===== src/rtl/motor_pwm_decoder.sv =====
// motor_pwm_decoder: recovers the signed speed command behind a fwd/rev PWM
// pin pair. It counts fwd-only, rev-only and both-high cycles over
// back-to-back windows of 2^PERIOD_W clocks. At each window end it reports
// the saturated fwd-rev difference, plus brake and direction-fault flags.
module motor_pwm_decoder #(
  parameter int PERIOD_W    = 10,
  parameter int SYNC_STAGES = 2
) (
  input  logic              clk,
  input  logic              rst_n,
  input  logic              en,
  input  logic              fwd,
  input  logic              rev,
  output logic [PERIOD_W:0] speed,
  output logic              brake,
  output logic              dir_err,
  output logic              valid
);

  localparam int CNT_W = PERIOD_W + 1;
  localparam int SET_W = $clog2(SYNC_STAGES + 1);
  localparam logic [PERIOD_W-1:0] WIN_LAST = '1;
  localparam logic [CNT_W-1:0]    WIN_FULL = {1'b1, {PERIOD_W{1'b0}}};
  localparam logic [SET_W-1:0]    SET_LAST = SET_W'(SYNC_STAGES - 1);

  typedef enum logic [1:0] {IDLE, SETTLE, MEAS} state_t;

  state_t state, state_nxt;

  logic [SYNC_STAGES-1:0] sync_f, sync_r;
  logic                   fs, rs;
  logic                   inc_f, inc_r, inc_b;

  logic [SET_W-1:0]    settle_cnt;
  logic [PERIOD_W-1:0] win_cnt;
  logic [CNT_W-1:0]    fwd_cnt, rev_cnt, brk_cnt;

  logic             settle_on, meas_on, win_end;

  logic             vld_p0;
  logic [CNT_W-1:0] fwd_p0, rev_p0, brk_p0;

  logic signed [PERIOD_W:0] speed_p1;
  logic                     brake_p1, dir_err_p1, vld_p1;

  // Speed is fwd-rev clamped to +/-(2^PERIOD_W-1). Because fwd+rev never
  // exceeds the window length, only a full window of one direction can
  // reach 2^PERIOD_W, and the other count is then zero. Clamping each count
  // before subtracting is therefore exact and keeps the math at PERIOD_W+1 bits.
  function automatic logic signed [PERIOD_W:0] sat_speed(
    input logic [CNT_W-1:0] f,
    input logic [CNT_W-1:0] r
  );
    logic [PERIOD_W-1:0] fc, rc;
    fc = f[PERIOD_W] ? '1 : f[PERIOD_W-1:0];
    rc = r[PERIOD_W] ? '1 : r[PERIOD_W-1:0];
    return $signed({1'b0, fc}) - $signed({1'b0, rc});
  endfunction

  function automatic logic is_brake(input logic [CNT_W-1:0] b);
    return (b == WIN_FULL);
  endfunction

  // Input synchronizers; reset to the idle brake level (both pins high)
  always_ff @(posedge clk or negedge rst_n) begin
    if (!rst_n) begin
      sync_f <= '1;
      sync_r <= '1;
    end else begin
      sync_f <= {sync_f[SYNC_STAGES-2:0], fwd};
      sync_r <= {sync_r[SYNC_STAGES-2:0], rev};
    end
  end

  assign fs    = sync_f[SYNC_STAGES-1];
  assign rs    = sync_r[SYNC_STAGES-1];
  assign inc_f = fs & ~rs;
  assign inc_r = rs & ~fs;
  assign inc_b = fs & rs;

  // FSM state register
  always_ff @(posedge clk or negedge rst_n) begin
    if (!rst_n) state <= IDLE;
    else        state <= state_nxt;
  end

  // FSM next state: en low always aborts to IDLE
  always_comb begin
    state_nxt = state;
    case (state)
      IDLE:    if (en) state_nxt = SETTLE;
      SETTLE:  if (!en) state_nxt = IDLE;
               else if (settle_cnt == SET_LAST) state_nxt = MEAS;
      MEAS:    if (!en) state_nxt = IDLE;
      default: state_nxt = IDLE;
    endcase
  end

  // FSM outputs: counting qualifiers and end-of-window strobe
  always_comb begin
    settle_on = (state == SETTLE);
    meas_on   = (state == MEAS);
    win_end   = meas_on && (win_cnt == WIN_LAST);
  end

  // Settle timer flushes stale synchronizer contents before counting
  always_ff @(posedge clk or negedge rst_n) begin
    if (!rst_n)                settle_cnt <= '0;
    else if (settle_on && en)  settle_cnt <= settle_cnt + 1'b1;
    else                       settle_cnt <= '0;
  end

  // Window counter and accumulators; restart at window end, clear on abort
  always_ff @(posedge clk or negedge rst_n) begin
    if (!rst_n) begin
      win_cnt <= '0;
      fwd_cnt <= '0;
      rev_cnt <= '0;
      brk_cnt <= '0;
    end else if (meas_on && en && !win_end) begin
      win_cnt <= win_cnt + 1'b1;
      fwd_cnt <= fwd_cnt + CNT_W'(inc_f);
      rev_cnt <= rev_cnt + CNT_W'(inc_r);
      brk_cnt <= brk_cnt + CNT_W'(inc_b);
    end else begin
      win_cnt <= '0;
      fwd_cnt <= '0;
      rev_cnt <= '0;
      brk_cnt <= '0;
    end
  end

  // ---- stage p0: snapshot of final window counts (last sample folded in) ----
  // The snapshot is taken even if en drops on the final cycle.
  always_ff @(posedge clk or negedge rst_n) begin
    if (!rst_n) vld_p0 <= 1'b0;
    else        vld_p0 <= win_end;
  end

  // Snapshot data registers, qualified by vld_p0
  always_ff @(posedge clk) begin
    if (win_end) begin
      fwd_p0 <= fwd_cnt + CNT_W'(inc_f);
      rev_p0 <= rev_cnt + CNT_W'(inc_r);
      brk_p0 <= brk_cnt + CNT_W'(inc_b);
    end
  end

  // ---- stage p1: registered results, held until the next completed window ----
  always_ff @(posedge clk or negedge rst_n) begin
    if (!rst_n) begin
      speed_p1   <= '0;
      brake_p1   <= 1'b0;
      dir_err_p1 <= 1'b0;
      vld_p1     <= 1'b0;
    end else begin
      vld_p1 <= vld_p0;
      if (vld_p0) begin
        brake_p1   <= is_brake(brk_p0);
        speed_p1   <= is_brake(brk_p0) ? '0 : sat_speed(fwd_p0, rev_p0);
        dir_err_p1 <= (fwd_p0 != '0) && (rev_p0 != '0);
      end
    end
  end

  assign speed   = speed_p1;
  assign brake   = brake_p1;
  assign dir_err = dir_err_p1;
  assign valid   = vld_p1;

endmodule


===== config.mk =====
export PLATFORM = sky130hd
export DESIGN_NAME = motor_pwm_decoder
export DESIGN_NICKNAME = d
export VERILOG_FILES = /design/src/rtl/motor_pwm_decoder.sv
export SDC_FILE = /design/constraint.sdc
export NUM_CORES = 1
export LEC_CHECK = 0
export BUFFER_PORTS_ARGS = -buffer_cell sky130_fd_sc_hd__buf_2
export CAP_MARGIN = 20
export CORE_MARGIN = 3
export CORE_UTILIZATION = 30
export CTS_CLUSTER_DIAMETER = 200
export DETAILED_ROUTE_END_ITERATION = 8
export SLEW_MARGIN = 30
export SYNTH_ARGS = -nofsm -noshare
export SYNTH_HDL_FRONTEND = slang
export SYNTH_SLANG_ARGS = --single-unit

===== constraint.sdc =====
create_clock -name clk -period 2.34 [get_ports clk]
set_input_delay 0.351 -clock clk [delete_from_list [all_inputs] [get_ports clk]]
set_output_delay 0.351 -clock clk [all_outputs]
set_load 0.02 [all_outputs]

==> results of run 1 <==
[cell usage after synthesis, types with 7 or more instances]
library cell	number
sky130_fd_sc_hd__nand2_1	13
sky130_fd_sc_hd__inv_1	13
sky130_fd_sc_hd__nand3_1	22
sky130_fd_sc_hd__nor2_1	28
sky130_fd_sc_hd__dfrtp_1	62
sky130_fd_sc_hd__or2_2	9
sky130_fd_sc_hd__and3_1	7
sky130_fd_sc_hd__and2_1	38
sky130_fd_sc_hd__ha_1	18
sky130_fd_sc_hd__xnor2_1	23
sky130_fd_sc_hd__xor2_1	14
sky130_fd_sc_hd__edfxtp_1	33
[cell usage in the layout, fill, tap and decap left out, types with 9 or more instances in the layout]
| cell type | count |
|---|---|
| sky130_fd_sc_hd__dfrtp_1 | 62 |
| sky130_fd_sc_hd__and2_1 | 38 |
| sky130_fd_sc_hd__edfxtp_1 | 33 |
| sky130_fd_sc_hd__nor2_1 | 27 |
| sky130_fd_sc_hd__xnor2_1 | 23 |
| sky130_fd_sc_hd__nand3_1 | 22 |
| sky130_fd_sc_hd__buf_2 | 18 |
| sky130_fd_sc_hd__ha_1 | 16 |
| sky130_fd_sc_hd__xor2_1 | 14 |
| sky130_fd_sc_hd__inv_1 | 13 |
| sky130_fd_sc_hd__nand2_1 | 13 |
| sky130_fd_sc_hd__or2_2 | 9 |
| sky130_fd_sc_hd__clkbuf_16 | 9 |
[state kept, by name, indices dropped and copies added, names as in the netlist]
name and count:
brake 1, brk_p0 11, win_cnt 10, sync_r 2
sync_f 2, state 2, dir_err 1, vld_p0 1
speed 11, settle_cnt 2, valid 1, rev_cnt 11
fwd_cnt 11, rev_p0 11, fwd_p0 11, brk_cnt 11
[power breakdown]
| part | switching (mW) | internal (mW) | total, mW |
|---|---|---|---|
| Clock | 0.639 | 0.966 | 1.60 |
| Sequential | 0.00506 | 1.79 | 1.80 |
| Combinational | 0.0329 | 0.0139 | 0.0468 |
[worst reg2reg max path: stages (launching register included)]
cell	delay (ns)
sky130_fd_sc_hd__edfxtp_1	0.50
sky130_fd_sc_hd__or2_2	0.35
sky130_fd_sc_hd__ha_1	0.35
sky130_fd_sc_hd__o21a_1	0.14
sky130_fd_sc_hd__o31a_1	0.23
sky130_fd_sc_hd__o21ai_1	0.12
sky130_fd_sc_hd__a21o_1	0.20
sky130_fd_sc_hd__a32o_1	0.25
[cells by family after synthesis]
kind of cell | after synthesis | share of synthesized area
buf+inv | 20 | 0.01700
mux | 2 | 0.005665
compound gates | 36 | 0.05836
simple gates | 150 | 0.1906
flops | 99 | 0.5994
xor+xnor | 37 | 0.07337
fa+ha+maj | 19 | 0.05553
[layer usage]
layer,vias to the layer above,routed length (µm)
li1,1342,-
met1,1312,3769
met2,46,3581
met3,13,339
met4,0,178
met5,-,0
[area by class of cell]
| type | count | area (µm²) | share of cell area |
|---|---|---|---|
| repair buffers | 24 | 160.2 | 0.03118 |
| clock buffers | 10 | 239.0 | 0.04653 |
| multi-input cells | 244 | 1722 | 0.3352 |
| inverters | 15 | 56.30 | 0.01096 |
| clock inverters | 6 | 86.33 | 0.01681 |
| flip-flops and latches | 99 | 2648 | 0.5155 |
| well taps | 180 | 225.2 | 0.04385 |
[path summary, 6_finish.rpt]
check                            from     endpoint  slack, ns
max reg2reg                fwd_p0[10]     speed[5]       0.09
min reg2reg                 sync_f[0]    sync_f[1]       0.36
min                             rst_n  brk_cnt[10]       0.02
min in group clk                  rev    sync_r[0]       0.10
max                        fwd_p0[10]     speed[5]       0.09
max in group asynchronous       rst_n    sync_r[0]       1.63
[metrics by stage]
step | hold slack (ns) | TNS, ns | power, mW | cells
4_1_cts | 0.03752 | 0 | 3.496 | 578
3_5_place_dp | 0.3468 | 0 | 1.882 | 562
5_1_grt | 0.07318 | -0.004057 | 3.585 | 578
2_1_floorplan | 0.05541 | 0 | 1.844 | 363
6_report | 0.02078 | 0 | 3.448 | 578
3_3_place_gp | 0.3472 | 0 | 1.879 | 562
==> metrics.cfg, run 1 <==
[flow_run]
maxCapViolCount=0

[clock_tree]
post_cts_hold_buffer_count=0
cts.sink_count=99
insertion_delay_ns=0.35
clk_path_buf_depth=2
cts_tree=yes
cts.htree.levels=3
cts.repair_timing.setup_buffer_count=0
numCtsBuffers=9
cell_at_the_root_of_the_clock_tree=sky130_fd_sc_hd__clkbuf_16
post_cts_resize_count=0
cts.reportedPaths.clkPinSlew_ns=0.07

[setup_path]
cp-end-kind=register
worstPathRequired_ns=2.57
start_kind=register
reg2regPathDepth=7
cpMaxStageDelayCell=sky130_fd_sc_hd__edfxtp_1
critPathBufInv=0
critical_path_peak_fanout=10
crit_path_max_incr_delay_ns=0.50
cp_data_arrival_time_ns=2.48
crit_cells=7
crit_chain=or2_2 > ha_1 > o21a_1 > o31a_1 > o21ai_1 > a21o_1 > a32o_1
critical-path-top-delay-family=compound AO/OA/AOI/OAI gates
criticalPathCategory=register to register

[die]
fp.dieArea_um2=16210
io-pin-count=19
design.core.area_um2=14150
die-height_um=127.3
floorplan.initialDensity=0.3121
std_cell_rows=43
floorplan.die.width_um=127.3

[place]
hpwl_reported_at_the_end_of_detailed_placement_um=5573
numPortBuffers=18
place_worst_setup_slack_ns=0.09580
place.gp.congestion=0.8472
placedInstanceArea_um2=4785

[grt]
global_route.usage.met3=0.03470
grt.overflow.total=0
most_congested_layer_reported_by_global_routing=met2
grt_pass1_wl_um=13680
grt_use_total=0.1083
via_count_of_the_first_global_routing_pass=2793
global_route.usage.met2=0.1610
met1_track_usage_gr=0.1409
grt_antenna_before_repair=0
grt_start_max_net_pins=42

[layout]
num-fill-cells=1367
num_antenna_cells=0
post-route-util=0.3630
final_net_count=417
fraction_of_layout_cells_with_a_size_suffix_above_1=0.1658
area_growth_pct=16.29
finalInstanceArea_um2=5136

[synthesis]
seq_area_frac_synth=0.5994
yosysUniqueCellTypes=44
synth_fp_nets=387
synth_warnings=0
post_synth_instance_area_um2=4417
post-synth-top-area-cell=sky130_fd_sc_hd__dfrtp_1
asyncSetResetFlopFracSynth=0.6667
synthFlopType=sky130_fd_sc_hd__dfrtp_1
yosysTopAreaCellShare=0.3513
synth.ff_latch_count=99
synth-edff-count=33
synth_top_cells_by_area=sky130_fd_sc_hd__dfrtp_1 (35%), sky130_fd_sc_hd__edfxtp_1 (22%), sky130_fd_sc_hd__and2_1 (5.4%)
netlist_instances=363
syn-mean-instance-area_um2=12.17

[sta]
timing.slew.headroom=0.4556
final_hold_viol_count=0
fmax_ghz=0.4452
unrepaired_setup_endpoints_after_global_routing=yes
report.final.setup_viol=0
skew_ns=0.01338
worst_tran_pin_value_ns=0.8128
post-route-period-util=0.9599
report.final.slew_viol_count=0
final.setup.worst_slack_ns=0.09378
crit_path_time_final_ns=2.246

[routing]
via_count=2713
drtPass1Iterations=4
avgViaCountPerCell=4.694
route.detailed.drc=0
wl_per_cell_um=13.62
drtIter0Drc=136
total_wirelength_of_the_detailed_routed_design_um=7870
detail-route-antenna-nets=0

[run_status]
status=finished clean

[power_and_ir_drop]
power.leakage_nw=2.177
peakVddDrop_mv=0.4503
cellPowerDensity_nw_per_um2=671.4

[hold_path]
hold_path_class=input pin to asynchronous set/reset pin

(Power assumes the default switching activity.)
==> run 2: changes to the inputs <==
- ABC_AREA: default -> 1
==> run 2 against run 1 <==
Compared with the run above: critical path type unchanged; die area increased by 7.6%; routed wire length increased by 7.1%; first-iteration DRC count increased by 25%; cell count increased by 31%; final area increased by 5.3%; fmax increased by 6.8%.
==> metrics.cfg, run 2 <==
[setup_path]
cp-startpoint=rev_p0[10]  ; was fwd_p0[10]
critical_path.endpoint=speed[6]  ; was speed[5]
reg2reg_from=rev_p0[10]  ; was fwd_p0[10]
start_kind=register  ; unchanged
timing.rr.end=speed[6]  ; was speed[5]
critical-path-top-delay-family=adder cells  ; was compound AO/OA/AOI/OAI gates
critical-path-top-cell-by-count=sky130_fd_sc_hd__nand2_1
cp-end-kind=register  ; unchanged
crit_chain=or2_2 > ha_1 > fa_1 > o21ai_1 > nand2_1 > nand2_1 > nand2_1 > nand3_1 > nand2_1  ; was or2_2 > ha_1 > o21a_1 > o31a_1 > o21ai_1 > a21o_1 > a32o_1
critical_path_peak_fanout=4  ; was 10
critPathBufInv=0  ; unchanged
cp_data_arrival_time_ns=2.33  ; was 2.48 ns
worstPathRequired_ns=2.56  ; was 2.57 ns
criticalPathCategory=register to register  ; unchanged
reg2regPathDepth=9  ; was 7
crit_cells=9  ; was 7
regToRegSetupSlack_ns=0.24  ; was 0.09 ns
crit_path_max_incr_delay_ns=0.43  ; was 0.50 ns
cpMaxStageDelayCell=sky130_fd_sc_hd__fa_1  ; was sky130_fd_sc_hd__edfxtp_1

[grt]
via_count_of_the_first_global_routing_pass=3278  ; was 2793
grt.overflow.total=0  ; unchanged
grt_antenna_before_repair=0  ; unchanged
grt_pass1_wl_um=14680  ; was 13680 µm
grt_start_max_net_pins=49  ; was 42
global_route.usage.met3=0.02863  ; was 0.03470
met1_track_usage_gr=0.1253  ; was 0.1409
global_route.usage.met2=0.1710  ; was 0.1610
grt_use_total=0.1010  ; was 0.1083
most_congested_layer_reported_by_global_routing=met2  ; unchanged

[routing]
drtIter0Drc=170  ; was 136
detail-route-antenna-nets=0  ; unchanged
wl_per_cell_um=11.14  ; was 13.62 µm
via_count=3287  ; was 2713
total_wirelength_of_the_detailed_routed_design_um=8425  ; was 7870 µm
avgViaCountPerCell=4.348  ; was 4.694
route.detailed.drc=0  ; unchanged
drtPass1Iterations=4  ; unchanged

[power_and_ir_drop]
power.leakage_nw=2.440  ; was 2.177 nW
switching_share=0.2009  ; was 0.1962
power.net_switching_mw=0.6436  ; was 0.6767 mW
clock_power_share=0.423  ; was 0.465
cellPowerDensity_nw_per_um2=592.4  ; was 671.4 nW/µm²
pwr-share-comb=0.016  ; was 0.014
p_seq_frac=0.561  ; was 0.521
peakVddDrop_mv=0.3492  ; was 0.4503 mV
power.internal_mw=2.561  ; was 2.772 mW

[die]
floorplan.initialDensity=0.3101  ; was 0.3121
io-pin-count=19  ; unchanged
std_cell_rows=45  ; was 43
fp.dieArea_um2=17440  ; was 16210 µm²
floorplan.die.width_um=132.1  ; was 127.3 µm
die-height_um=132.1  ; was 127.3 µm
design.core.area_um2=15370  ; was 14150 µm²

[place]
numPortBuffers=18  ; unchanged
hpwl_reported_at_the_end_of_detailed_placement_um=6220  ; was 5573 µm
place.gp.congestion=0.8846  ; was 0.8472
placedInstanceArea_um2=5126  ; was 4785 µm²

[synthesis]
synth_top_cells_by_area=sky130_fd_sc_hd__dfrtp_1 (33%), sky130_fd_sc_hd__edfxtp_1 (21%), sky130_fd_sc_hd__nand2_1 (7.9%)  ; was sky130_fd_sc_hd__dfrtp_1 (35%), sky130_fd_sc_hd__edfxtp_1 (22%), sky130_fd_sc_hd__and2_1 (5.4%)
synth_fp_nets=537  ; was 387
synthFlopType=sky130_fd_sc_hd__dfrtp_1  ; unchanged
post-synth-top-area-cell=sky130_fd_sc_hd__dfrtp_1  ; unchanged
syn-mean-instance-area_um2=9.293  ; was 12.17 µm²
netlist_instances=513  ; was 363
seq_area_frac_synth=0.5554  ; was 0.5994
yosysTopAreaCellShare=0.3255  ; was 0.3513
post_synth_instance_area_um2=4767  ; was 4417 µm²
synth-edff-count=33  ; unchanged
asyncSetResetFlopFracSynth=0.6667  ; unchanged
synth_warnings=0  ; unchanged
most_frequent_cell_after_synthesis=sky130_fd_sc_hd__nand2_1  ; was sky130_fd_sc_hd__dfrtp_1
synth.ff_latch_count=99  ; unchanged
synth.cells.most_frequent=sky130_fd_sc_hd__nand2_1 (100), sky130_fd_sc_hd__nor2_1 (83), sky130_fd_sc_hd__inv_1 (72)  ; was sky130_fd_sc_hd__dfrtp_1 (62), sky130_fd_sc_hd__and2_1 (38), sky130_fd_sc_hd__edfxtp_1 (33)
yosysUniqueCellTypes=38  ; was 44

[sta]
final_hold_viol_count=0  ; unchanged
post-route-period-util=0.8988  ; was 0.9599
worst_tran_pin_value_ns=0.5048  ; was 0.8128 ns
crit_path_time_final_ns=2.103  ; was 2.246 ns
skew_ns=0.008135  ; was 0.01338 ns
totalNegativeSetupSlack_ns=0  ; unchanged
unrepaired_setup_endpoints_after_global_routing=no  ; was yes
timing.slew.headroom=0.6635  ; was 0.4556
report.final.setup_viol=0  ; unchanged
report.final.slew_viol_count=0  ; unchanged
fmax_ghz=0.4755  ; was 0.4452 GHz

[clock_tree]
numCtsBuffers=9  ; unchanged
cts.htree.levels=3  ; unchanged
insertion_delay_ns=0.34  ; was 0.35 ns
clk_path_buf_depth=2  ; unchanged
cts.sink_count=99  ; unchanged
cell_at_the_root_of_the_clock_tree=sky130_fd_sc_hd__clkbuf_16  ; unchanged
cts.repair_timing.setup_buffer_count=0  ; unchanged
cts_tree=yes  ; unchanged
cts.reportedPaths.clkPinSlew_ns=0.07  ; about the same

[layout]
finalInstanceArea_um2=5409  ; was 5136 µm²
num-fill-cells=1545  ; was 1367
area_growth_pct=13.46  ; was 16.29%
mostFrequentLayoutCell=sky130_fd_sc_hd__nand2_1  ; was sky130_fd_sc_hd__dfrtp_1
final_net_count=564  ; was 417
fraction_of_layout_cells_with_a_size_suffix_above_1=0.1211  ; was 0.1658
most-common-layout-cells=sky130_fd_sc_hd__nand2_1 (100), sky130_fd_sc_hd__nor2_1 (83), sky130_fd_sc_hd__inv_1 (72), sky130_fd_sc_hd__dfrtp_1 (62), sky130_fd_sc_hd__edfxtp_1 (33)  ; was sky130_fd_sc_hd__dfrtp_1 (62), sky130_fd_sc_hd__and2_1 (38), sky130_fd_sc_hd__edfxtp_1 (33), sky130_fd_sc_hd__nor2_1 (27), sky130_fd_sc_hd__xnor2_1 (23)
num_antenna_cells=0  ; unchanged

[flow_run]
maxCapViolCount=0  ; unchanged

[hold_path]
hold_path_class=input pin to register  ; was input pin to asynchronous set/reset pin

[run_status]
status=finished clean  ; unchanged

-- run 2: cell count changes after synthesis, moves of 5 or more --
| cell | change |
|---|---|
| sky130_fd_sc_hd__nor3_1 | +21 |
| sky130_fd_sc_hd__inv_1 | +59 |
| sky130_fd_sc_hd__o21ai_0 | +8 |
| sky130_fd_sc_hd__nor2_1 | +55 |
| sky130_fd_sc_hd__xnor2_1 | -20 |
| sky130_fd_sc_hd__nand2_1 | +87 |
| sky130_fd_sc_hd__a22o_1 | -5 |
| sky130_fd_sc_hd__xor2_1 | -5 |
| sky130_fd_sc_hd__and3_1 | -6 |
| sky130_fd_sc_hd__and2_1 | -38 |
| sky130_fd_sc_hd__a21oi_1 | +10 |
-- run 2: routing by layer --
layer,up-vias,share of wire
met4,0,0.014
met2,57,0.48
met5,-,0
li1,1700,-
met3,10,0.041
met1,1520,0.47
-- run 2: power groups by stage --
stage	Clock (mW)	Combinational (mW)	Sequential [mW]
floorplan	0	0.0175	1.83
global placement	0	0.0505	1.83
detailed placement	0	0.0524	1.83
CTS	1.41	0.0543	1.80
global route	1.47	0.0601	1.80
finish	1.36	0.0504	1.80
-- run 2: layout make-up --
class | instances | area (µm²) | share of cell area
clock inverters | 3 | 22.52 | 0.004164
clock buffers | 13 | 250.2 | 0.04626
repair buffers | 22 | 147.6 | 0.02730
well taps | 211 | 264.0 | 0.04881
inverters | 73 | 274.0 | 0.05066
multi-input cells | 335 | 1803 | 0.3333
flip-flops and latches | 99 | 2648 | 0.4895
-- run 2: worst min-delay path by stage --
| stage | start | to | slack (ns) | cells past startpoint |
|---|---|---|---|---|
| finish | rev | sync_r[0] | 0.11 | 1 |
| global route | fwd | sync_f[0] | 0.09 | 1 |
| CTS | rev | sync_r[0] | 0.09 | 1 |
| detailed placement | rst_n | valid | 0.35 | 1 |
| global placement | rst_n | valid | 0.35 | 1 |
| floorplan | rst_n | brake | 0.06 | 0 |
-- run 2: stage by stage --
stage | hold slack (ns) | power, mW | setup slack [ns] | utilization | instances
floorplan | 0.05541 | 1.849 | 0.08953 | - | 513
global placement | 0.3480 | 1.883 | 0.3057 | 0.3335 | 739
detailed placement | 0.3516 | 1.885 | 0.2392 | 0.3335 | 739
CTS | 0.09485 | 3.259 | 0.2273 | 0.3519 | 756
global route | 0.09235 | 3.324 | 0.08742 | 0.3519 | 756
finish | 0.1080 | 3.205 | 0.2368 | 0.3519 | 756
-- run 2: logic make-up after synthesis --
group,count (synthesis),synth area share
AOI/OAI and AO/OA,28,0.03044
buffers and inverters,79,0.06876
and+or+nand+nor,272,0.2583
adders and majority gates,19,0.05144
xor gates and xnor gates,16,0.03570
DFF,99,0.5554
-- run 2: repair_timing --
item / CTS / global route
hold endpoints to repair: 18 / 0
hold buffers: 1 / 0
gates resized for setup: 0 / 0
